[src/rtl/branch_pkg.sv]
// Shared constants and types for the branch/PC sequencer.
// Holds RV32I branch funct3 encodings and the sequencer state enum.
package branch_pkg;

  localparam logic [2:0] F3_BEQ  = 3'b000;
  localparam logic [2:0] F3_BNE  = 3'b001;
  localparam logic [2:0] F3_BLT  = 3'b100;
  localparam logic [2:0] F3_BGE  = 3'b101;
  localparam logic [2:0] F3_BLTU = 3'b110;
  localparam logic [2:0] F3_BGEU = 3'b111;

  localparam int PC_STEP = 4;

  typedef enum logic [1:0] {
    ST_RUN,
    ST_FLUSH,
    ST_HALT
  } state_t;

endpackage

[src/rtl/branch_pc_unit_if.sv]
// Branch request bundle from decode into the PC sequencer.
// The master drives the request; the sequencer samples it as slave.
interface branch_pc_unit_if #(
  parameter int XLEN = 32
);

  logic            stall;
  logic            br_valid;
  logic [2:0]      br_funct3;
  logic [XLEN-1:0] br_pc;
  logic [XLEN-1:0] rs1;
  logic [XLEN-1:0] rs2;
  logic [XLEN-1:0] imm;

  modport master (
    output stall, br_valid, br_funct3,
    output br_pc, rs1, rs2, imm
  );

  modport slave (
    input stall, br_valid, br_funct3,
    input br_pc, rs1, rs2, imm
  );

endinterface

[src/rtl/branch_cmp.sv]
// Combinational RV32I branch condition evaluator.
// Reserved funct3 codes evaluate as not taken.
module branch_cmp
  import branch_pkg::*;
#(
  parameter int XLEN = 32
) (
  input  logic [XLEN-1:0] rs1,
  input  logic [XLEN-1:0] rs2,
  input  logic [2:0]      funct3,
  output logic            cond
);

  always_comb begin
    cond = 1'b0;
    unique case (funct3)
      F3_BEQ:  cond = (rs1 == rs2);
      F3_BNE:  cond = (rs1 != rs2);
      F3_BLT:  cond = ($signed(rs1) <  $signed(rs2));
      F3_BGE:  cond = ($signed(rs1) >= $signed(rs2));
      F3_BLTU: cond = (rs1 <  rs2);
      F3_BGEU: cond = (rs1 >= rs2);
      default: cond = 1'b0;
    endcase
  end

endmodule

[src/rtl/branch_pc_unit.sv]
// PC sequencer: steps by 4 or redirects on taken branches,
// flushes once after a redirect, halts on a misaligned target.
module branch_pc_unit
  import branch_pkg::*;
#(
  parameter int              XLEN     = 32,
  parameter logic [XLEN-1:0] RESET_PC = '0,
  parameter int              CNT_W    = 16
) (
  input  logic               clk,
  input  logic               rst_n,
  branch_pc_unit_if.slave    br,
  output logic [XLEN-1:0]    pc,
  output logic               flush,
  output logic               taken,
  output logic               halted,
  output logic [CNT_W-1:0]   br_cnt,
  output logic [CNT_W-1:0]   taken_cnt,
  output logic               led
);

  localparam logic [CNT_W-1:0] CNT_MAX = '1;

  state_t            state_q, state_d;
  logic [XLEN-1:0]   pc_d, target, pc_step;
  logic              flush_d, taken_d, halted_d;
  logic [CNT_W-1:0]  br_cnt_d, taken_cnt_d;
  logic [CNT_W-1:0]  br_inc, taken_inc;
  logic              cond;

  branch_cmp #(.XLEN(XLEN)) u_cmp (
    .rs1    (br.rs1),
    .rs2    (br.rs2),
    .funct3 (br.br_funct3),
    .cond   (cond)
  );

  assign target  = br.br_pc + br.imm;
  assign pc_step = pc + XLEN'(PC_STEP);

  assign br_inc    = (br_cnt == CNT_MAX)
                   ? br_cnt : br_cnt + 1'b1;
  assign taken_inc = (taken_cnt == CNT_MAX)
                   ? taken_cnt : taken_cnt + 1'b1;

  always_comb begin
    state_d     = state_q;
    pc_d        = pc;
    flush_d     = 1'b0;
    taken_d     = 1'b0;
    halted_d    = halted;
    br_cnt_d    = br_cnt;
    taken_cnt_d = taken_cnt;
    unique case (state_q)
      ST_RUN: begin
        if (!br.stall) begin
          pc_d = pc_step;
          if (br.br_valid) begin
            br_cnt_d = br_inc;
            if (cond) begin
              taken_cnt_d = taken_inc;
              if (target[1:0] == 2'b00) begin
                pc_d    = target;
                flush_d = 1'b1;
                taken_d = 1'b1;
                state_d = ST_FLUSH;
              end else begin
                pc_d     = pc;
                halted_d = 1'b1;
                state_d  = ST_HALT;
              end
            end
          end
        end
      end
      // squashed slot: any branch presented here is dropped
      ST_FLUSH: begin
        if (!br.stall) begin
          pc_d    = pc_step;
          state_d = ST_RUN;
        end
      end
      ST_HALT: state_d = ST_HALT;
      default: state_d = ST_RUN;
    endcase
  end

  always_ff @(posedge clk) begin
    if (!rst_n) begin
      state_q   <= ST_RUN;
      pc        <= RESET_PC;
      flush     <= 1'b0;
      taken     <= 1'b0;
      halted    <= 1'b0;
      led       <= 1'b0;
      br_cnt    <= '0;
      taken_cnt <= '0;
    end else begin
      state_q   <= state_d;
      pc        <= pc_d;
      flush     <= flush_d;
      taken     <= taken_d;
      halted    <= halted_d;
      led       <= halted_d;
      br_cnt    <= br_cnt_d;
      taken_cnt <= taken_cnt_d;
    end
  end

endmodule
[src/flat_wrapper.sv]
// flat-port wrapper written by rule: the top's interface ports become plain ports
module branch_pc_unit_flat import branch_pkg::*;
#(
  parameter int              XLEN     = 32,
  parameter logic [XLEN-1:0] RESET_PC = '0,
  parameter int              CNT_W    = 16
)
  (clk, rst_n, pc, flush, taken, halted, br_cnt, taken_cnt, led, br_stall, br_br_valid, br_br_funct3, br_br_pc, br_rs1, br_rs2, br_imm);
  branch_pc_unit_if #(.XLEN(XLEN)) br_i ();
  input  logic clk;
  input  logic rst_n;
  output logic [XLEN-1:0] pc;
  output logic flush;
  output logic taken;
  output logic halted;
  output logic [CNT_W-1:0] br_cnt;
  output logic [CNT_W-1:0] taken_cnt;
  output logic led;
  input wire logic [$bits(br_i.stall)-1:0] br_stall;
  input wire logic [$bits(br_i.br_valid)-1:0] br_br_valid;
  input wire logic [$bits(br_i.br_funct3)-1:0] br_br_funct3;
  input wire logic [$bits(br_i.br_pc)-1:0] br_br_pc;
  input wire logic [$bits(br_i.rs1)-1:0] br_rs1;
  input wire logic [$bits(br_i.rs2)-1:0] br_rs2;
  input wire logic [$bits(br_i.imm)-1:0] br_imm;
  assign br_i.stall = br_stall;
  assign br_i.br_valid = br_br_valid;
  assign br_i.br_funct3 = br_br_funct3;
  assign br_i.br_pc = br_br_pc;
  assign br_i.rs1 = br_rs1;
  assign br_i.rs2 = br_rs2;
  assign br_i.imm = br_imm;
  branch_pc_unit #(.XLEN(XLEN), .RESET_PC(RESET_PC), .CNT_W(CNT_W)) u_core (.clk(clk), .rst_n(rst_n), .br(br_i), .pc(pc), .flush(flush), .taken(taken), .halted(halted), .br_cnt(br_cnt), .taken_cnt(taken_cnt), .led(led));
endmodule
[config.mk]
export PLATFORM = sky130hd
export DESIGN_NAME = branch_pc_unit_flat
export DESIGN_NICKNAME = d
export VERILOG_FILES = /design/src/rtl/branch_pkg.sv /design/src/rtl/branch_pc_unit_if.sv /design/src/rtl/branch_cmp.sv /design/src/rtl/branch_pc_unit.sv /design/src/flat_wrapper.sv
export SDC_FILE = /design/constraint.sdc
export NUM_CORES = 1
export LEC_CHECK = 0
export CORE_MARGIN = 5
export CORE_UTILIZATION = 26
export DETAILED_ROUTE_END_ITERATION = 16
export GPL_ROUTABILITY_DRIVEN = 1
export GPL_TIMING_DRIVEN = 1
export HOLD_SLACK_MARGIN = 0.02
export PLACE_DENSITY_LB_ADDON = 0.3
export SLEW_MARGIN = 0
export SYNTH_ARGS = -nofsm -noshare
export SYNTH_HDL_FRONTEND = slang
export SYNTH_SLANG_ARGS = --single-unit
[constraint.sdc]
create_clock -name clk -period 8.66 [get_ports clk]
set_input_delay 1.732 -clock clk [delete_from_list [all_inputs] [get_ports clk]]
set_output_delay 1.732 -clock clk [all_outputs]
set_load 0.02 [all_outputs]
==> out/qor.csv <==
metric,value,unit
status,finished clean,
Syn Inst Count,792,
worst r2r path cells,8,
post-CTS setup buffers,0,
Final Hold Viols,0,
largest net degree at the start of global routing,51,
Max clock buf depth,2,
die span in y,160.4,um
Num CTS Buffers,9,
Worst-path clk slew,0.06,ns
DR vias,6253,
clock latency at the later pin of the worst-skew pair,0.34,ns
worst-path maximum fanout,24,
Worst Tran Pin Value,1.049,ns
DRT Wirelength,18.54,mm
area occupied by multi-input gates,0.004233,mm^2
dominant cell type by area after synthesis,dfxtp_1,
most numerous cell in the Yosys netlist,a21oi_1,
"Largest stage delay, worst path",0.72,ns
Post-synth ARST share,0,%
crit path time final,5.323,ns
Total Routing Usage GR,13.70,%
final net count,1186,
DIE WIDTH,160.4,um
Post-synth top cells,"a21oi_1, nor2_1, dfxtp_1, nand2_1, ha_1",
Hold Path Class,register to register,
Seq cells post-synth,68,
DR vias/cell,4.908,
hold path start,u_core.state_q[0],
critical path type,input port to register,
Finish-stage setup viols,0,
Synthesized Nets,994,
fmax,187.9,MHz
register area share after synthesis,23.15,%
final core utilization,37.89,%
Slowest cell on crit path,and4b_1,
CP top delay family,simple AND/OR/NAND/NOR gates,
HPWL after DPL,14.88,mm
slew margin rel.,30.04,%
share of cells above drive strength 1,3.640,%
WL/cell,14.55,um
"Hold-fix buffers, CTS",0,
Core Area,0.02243,mm^2
H-tree Lvls,3,
critical path required time,8.88,ns
reg2reg start,u_core.pc[4],
instance count on the critical path,13,
1st-iter DRT viols,243,
row count,55,
GPL Wtd Cong,0.8070,
worst hold path endpoint,u_core.state_q[0],
crit end category,register,
Synth Warn #,0,
Initial Util,26.21,%
TNS Setup,0,ns
Antenna diodes,0,
Mapped Avg Cell Area,7.423,um^2
vias in the first global route,5894,
DR pass1 iterations,6,
CTS tree,yes,
peak supply drop,0.00007385,V
CTS Sinks,68,
dominant cells by area after synthesis,"dfxtp_1, ha_1, a21oi_1",
"antenna viol nets, final",0,
skew final,0.006715,ns
max_cap viols,0,
RSZ-0062 raised after global routing,false,
Port Buffers,202,
DR DRC count,0,
grt total ovfl,0,
Synth cell types,63,
Reg-to-Reg End,u_core.pc[27],
Startpoint Class,input port,
Main synth FF type,dfxtp_1,
fin crit share,61.47,%
initial antenna violation count,0,
post-synth top area share,23.15,%
Sequential Area,0.001361,mm^2
post-cts gate resize count,0,
Root Buffer,clkbuf_16,
Pwr Density,123.6,mW/mm^2
hold path cells,2,
# IOs,203,
Layout Area Growth over Synthesis,44.56,%
final-layout fill cell count,2391,
number of synthesized flops with an enable pin,0,
leakage,0.003197,uW
first-pass GRT wire length,29.48,mm
mapped cell area,0.005879,mm^2
Final Max Slew Viols,0,
CP bufs+invs,3,
die area,0.02572,mm^2
CP Cell Sequence,clkdlybuf4s50_1 -> inv_1 -> ha_1 -> nand4_2 -> nor4_4 -> o311ai_1 -> a311o_1 -> nand4b_1 -> and4b_1 -> buf_4 -> a31oi_1 -> o21a_1 -> o31a_1,
r2r setup slk,5.44,ns
"Arr. time, crit path",5.55,ns
==> metal layers <==
layer | vias up | global-route usage, % | share of wire [%]
li1 | 3262 | - | -
met1 | 2798 | 17.40 | 45
met2 | 174 | 22.95 | 45
met3 | 19 | 4.465 | 8.0
met4 | 0 | 2.620 | 1.2
met5 | - | 0 | 0
==> per-stage QoR <==
step                hold WS (ns)  setup WS [ns]  area, um^2  power [uW]  cells
finish                    0.4693          3.337        8499        1051   1274
global route              0.4932          3.063        8499        1113   1274
CTS                       0.4677          3.317        8499        1065   1274
detailed placement        0.4573          2.978        8194       678.5   1258
global placement          0.4486          2.982        8194       677.8   1258
floorplan                 0.4328          4.132        5879       539.3    792
==> placed cells by master (no fill, tap or decap), types with 15 or more instances in the layout <==
| cell type | count |
|---|---|
| a21oi_1 | 87 |
| clkdlybuf4s50_1 | 202 |
| dfxtp_1 | 68 |
| ha_1 | 66 |
| inv_1 | 48 |
| nand2_1 | 68 |
| nand2b_1 | 16 |
| nand3_1 | 32 |
| nand4_1 | 22 |
| nor2_1 | 75 |
| nor3_1 | 20 |
| nor4_1 | 15 |
| o21ai_0 | 54 |
| xnor2_1 | 34 |
| xor2_1 | 20 |
==> power by group <==
group / switching [uW] / internal (uW)
registers: 14.3 / 324
clock network: 154 / 227
logic: 169 / 163
total: 337 / 714
==> final cells by class <==
cell class	count	area share [%]
inverter	49	2.164
multi-input combinational	649	49.80
clock buffer	9	2.650
sequential	68	16.02
clock inverter	7	0.9421
timing repair buffer	207	24.23
tap	285	4.195
==> tightest hold or removal path: cells and delay by family (launching register included) <==
kind,cells,cell delay (ns)
simple gates,1,0.05
flops,1,0.31
compound gates,1,0.05
==> cells by family (layout without fill, tap and decap cells) <==
| family | Yosys count | after routing | share of synthesized area, % |
|---|---|---|---|
| xor gates and xnor gates | 54 | 54 | 8.044 |
| AOI/OAI and AO/OA | 224 | 224 | 22.94 |
| DFF | 68 | 68 | 23.15 |
| adders and majority gates | 67 | 67 | 14.39 |
| and+or+nand+nor | 297 | 297 | 25.26 |
| muxes | 7 | 7 | 1.234 |
| buffers and inverters | 75 | 272 | 4.979 |
==> flip-flops by register name (all words and copies together), names as in the netlist <==
| register | count |
|---|---|
| u_core.halted | 1 |
| u_core.pc | 32 |
| u_core.flush | 1 |
| u_core.taken_cnt | 16 |
| u_core.br_cnt | 16 |
| u_core.state_q | 2 |
==> how the worst max path moves through the flow <==
stage | startpoint | to | slack (ns)
after floorplan | br_rs2[31] | u_core.pc[12] | 4.13
after global placement | br_rs2[31] | u_core.pc[31] | 2.98
after detailed placement | br_rs2[31] | u_core.pc[31] | 2.98
after CTS | br_rs2[31] | u_core.pc[31] | 3.32
after global routing | br_rs2[31] | u_core.pc[31] | 3.06
final | br_rs2[31] | u_core.pc[31] | 3.34
(Power assumes the default switching activity.)
==> RTL change, RTL diff (config.mk and constraints unchanged) <==
The 3 states of `state_t` get a one-hot encoding in 3 bits.
--- a/src/rtl/branch_pkg.sv
+++ b/src/rtl/branch_pkg.sv
@@ -12,8 +12,8 @@
   localparam int PC_STEP = 4;
 
-  typedef enum logic [1:0] {
-    ST_RUN,
-    ST_FLUSH,
-    ST_HALT
+  typedef enum logic [2:0] {
+    ST_RUN   = 3'b001,
+    ST_FLUSH = 3'b010,
+    ST_HALT  = 3'b100
   } state_t;
 
Check against the original RTL: same outputs for any inputs over 4 cycles, from zero or initial values and one cycle with rst_n low; so few cycles prove little.
==> RTL change against the original RTL <==
Setup slack better by 0.13 ns; sequential cell count is 1 higher; total power is 7.0% higher; hold slack better by 0.013 ns; final area is 1.4% higher; area after synthesis is 1.7% higher; largest cell class unchanged; wire length is 2.8% lower; non-clock buffer count is 1 lower; global-route usage is 0.37 points lower.
==> RTL change: results (changes against the original RTL) <==
[layout]
multi_input_area_share=0.498  ; about the same
num-multi-input-gates=633  ; -2.5%
num-nonclk-inverters=45  ; -8.2%
layout.nonclk_buf_frac=0.238  ; -0.00479
fill_cells=2366  ; -1.0%
syn2layout_area_growth_pct=44.1
fin_nets=1166  ; -1.7%
final-clk-cell-share=0.0433  ; +0.00734
clkbuf_count=10  ; +1
seq_share=0.160  ; about the same

[sta]
setup_slack_ns=3.47  ; +0.130 ns
slew_headroom=0.398  ; +0.0973
finalHoldWorstSlack_ns=0.482  ; +0.0129 ns

[grt]
use_met3=0.0447  ; about the same
grtUsageMet2=0.222  ; -0.00709
grt_max_degree=75  ; +47%
grt_pass1_vias=5835  ; -1.0%
grtUsageMet1=0.168  ; -0.00631
grt_pass1_wl_mm=28.9  ; -2.1%

[drt]
drt-met1-wl_mm=8.38  ; -0.46%
drt_first_pass_iters=5  ; -1
drtIter0Drc=363  ; +49%
wl_met3_mm=1.57  ; +5.6%
via_count=6089  ; -2.6%
wl_per_cell_um=14.4  ; -1.2%

[setup_path]
crit_family=compound AO/OA/AOI/OAI gates
crit_path_max_fanout=29  ; +21%
r2r_slack_ns=5.72  ; +0.28 ns
r2r_end=u_core.pc[30]$_SDFFE_PN0P_
worst_path_largest_cell_delay_ns=0.76  ; +0.04 ns
worst-r2r-cell-count=12  ; +4
r2r-start=u_core.pc[2]$_SDFFE_PN0P_
endpoint=u_core.pc[12]$_SDFFE_PN0P_
cp.arrival_ns=5.42  ; -0.13 ns

[yosys]
synth.top_cells.by_count=69 x dfxtp_1, 66 x a21oi_1, 66 x ha_1, 61 x nand2_1, 58 x nor2_1
synth-seq-area-share=0.231  ; -0.000576
synth_nets=976  ; -1.8%
synthCells=774  ; -2.3%
netlist_top_cells_area=dfxtp_1 23%, ha_1 14%, a21oi_1 5.5%

[power]
p_leak_nw=3.42  ; +7.0%

[min_path]
min_from=u_core.pc[0]$_SDFFE_PN0P_
min_path_cells=1  ; -1
min_to=u_core.pc[0]$_SDFFE_PN0P_

[clock_tree]
cts_num_sinks=69  ; +1.5%

[placed_design]
gp_congestion=0.817  ; +1.2%
postPlaceCellArea_um2=8250  ; +0.63%

[outcome]
outcome=completed

-- RTL change: cell types whose count changed after synthesis, sizes merged, moves of 12 or more --
cell / unedited run / this run
a21oi: 87 / 66
and2: 5 / 26
a21boi: 4 / 21
nor2: 75 / 58
nor4: 16 / 3
a21o: 7 / 19
-- RTL change: cells by family (layout without fill, tap and decap cells) --
| logic type | count (synthesis) | after routing | share of synthesized area |
|---|---|---|---|
| adders and majority gates | 67 | 67 | 0.141 |
| muxes | 3 | 3 | 0.00523 |
| AOI/OAI and AO/OA | 215 | 215 | 0.234 |
| and+or+nand+nor | 299 | 299 | 0.265 |
| buffers and inverters | 72 | 267 | 0.0519 |
| DFF | 69 | 69 | 0.231 |
| xor gates and xnor gates | 49 | 49 | 0.0718 |
-- RTL change: report_power, final --
group	internal [mW]	total, mW	switching [mW]	leakage [nW]
registers	0.329	0.344	0.0154	0.559
logic	0.162	0.318	0.156	2.68
clock network	0.318	0.463	0.144	0.183
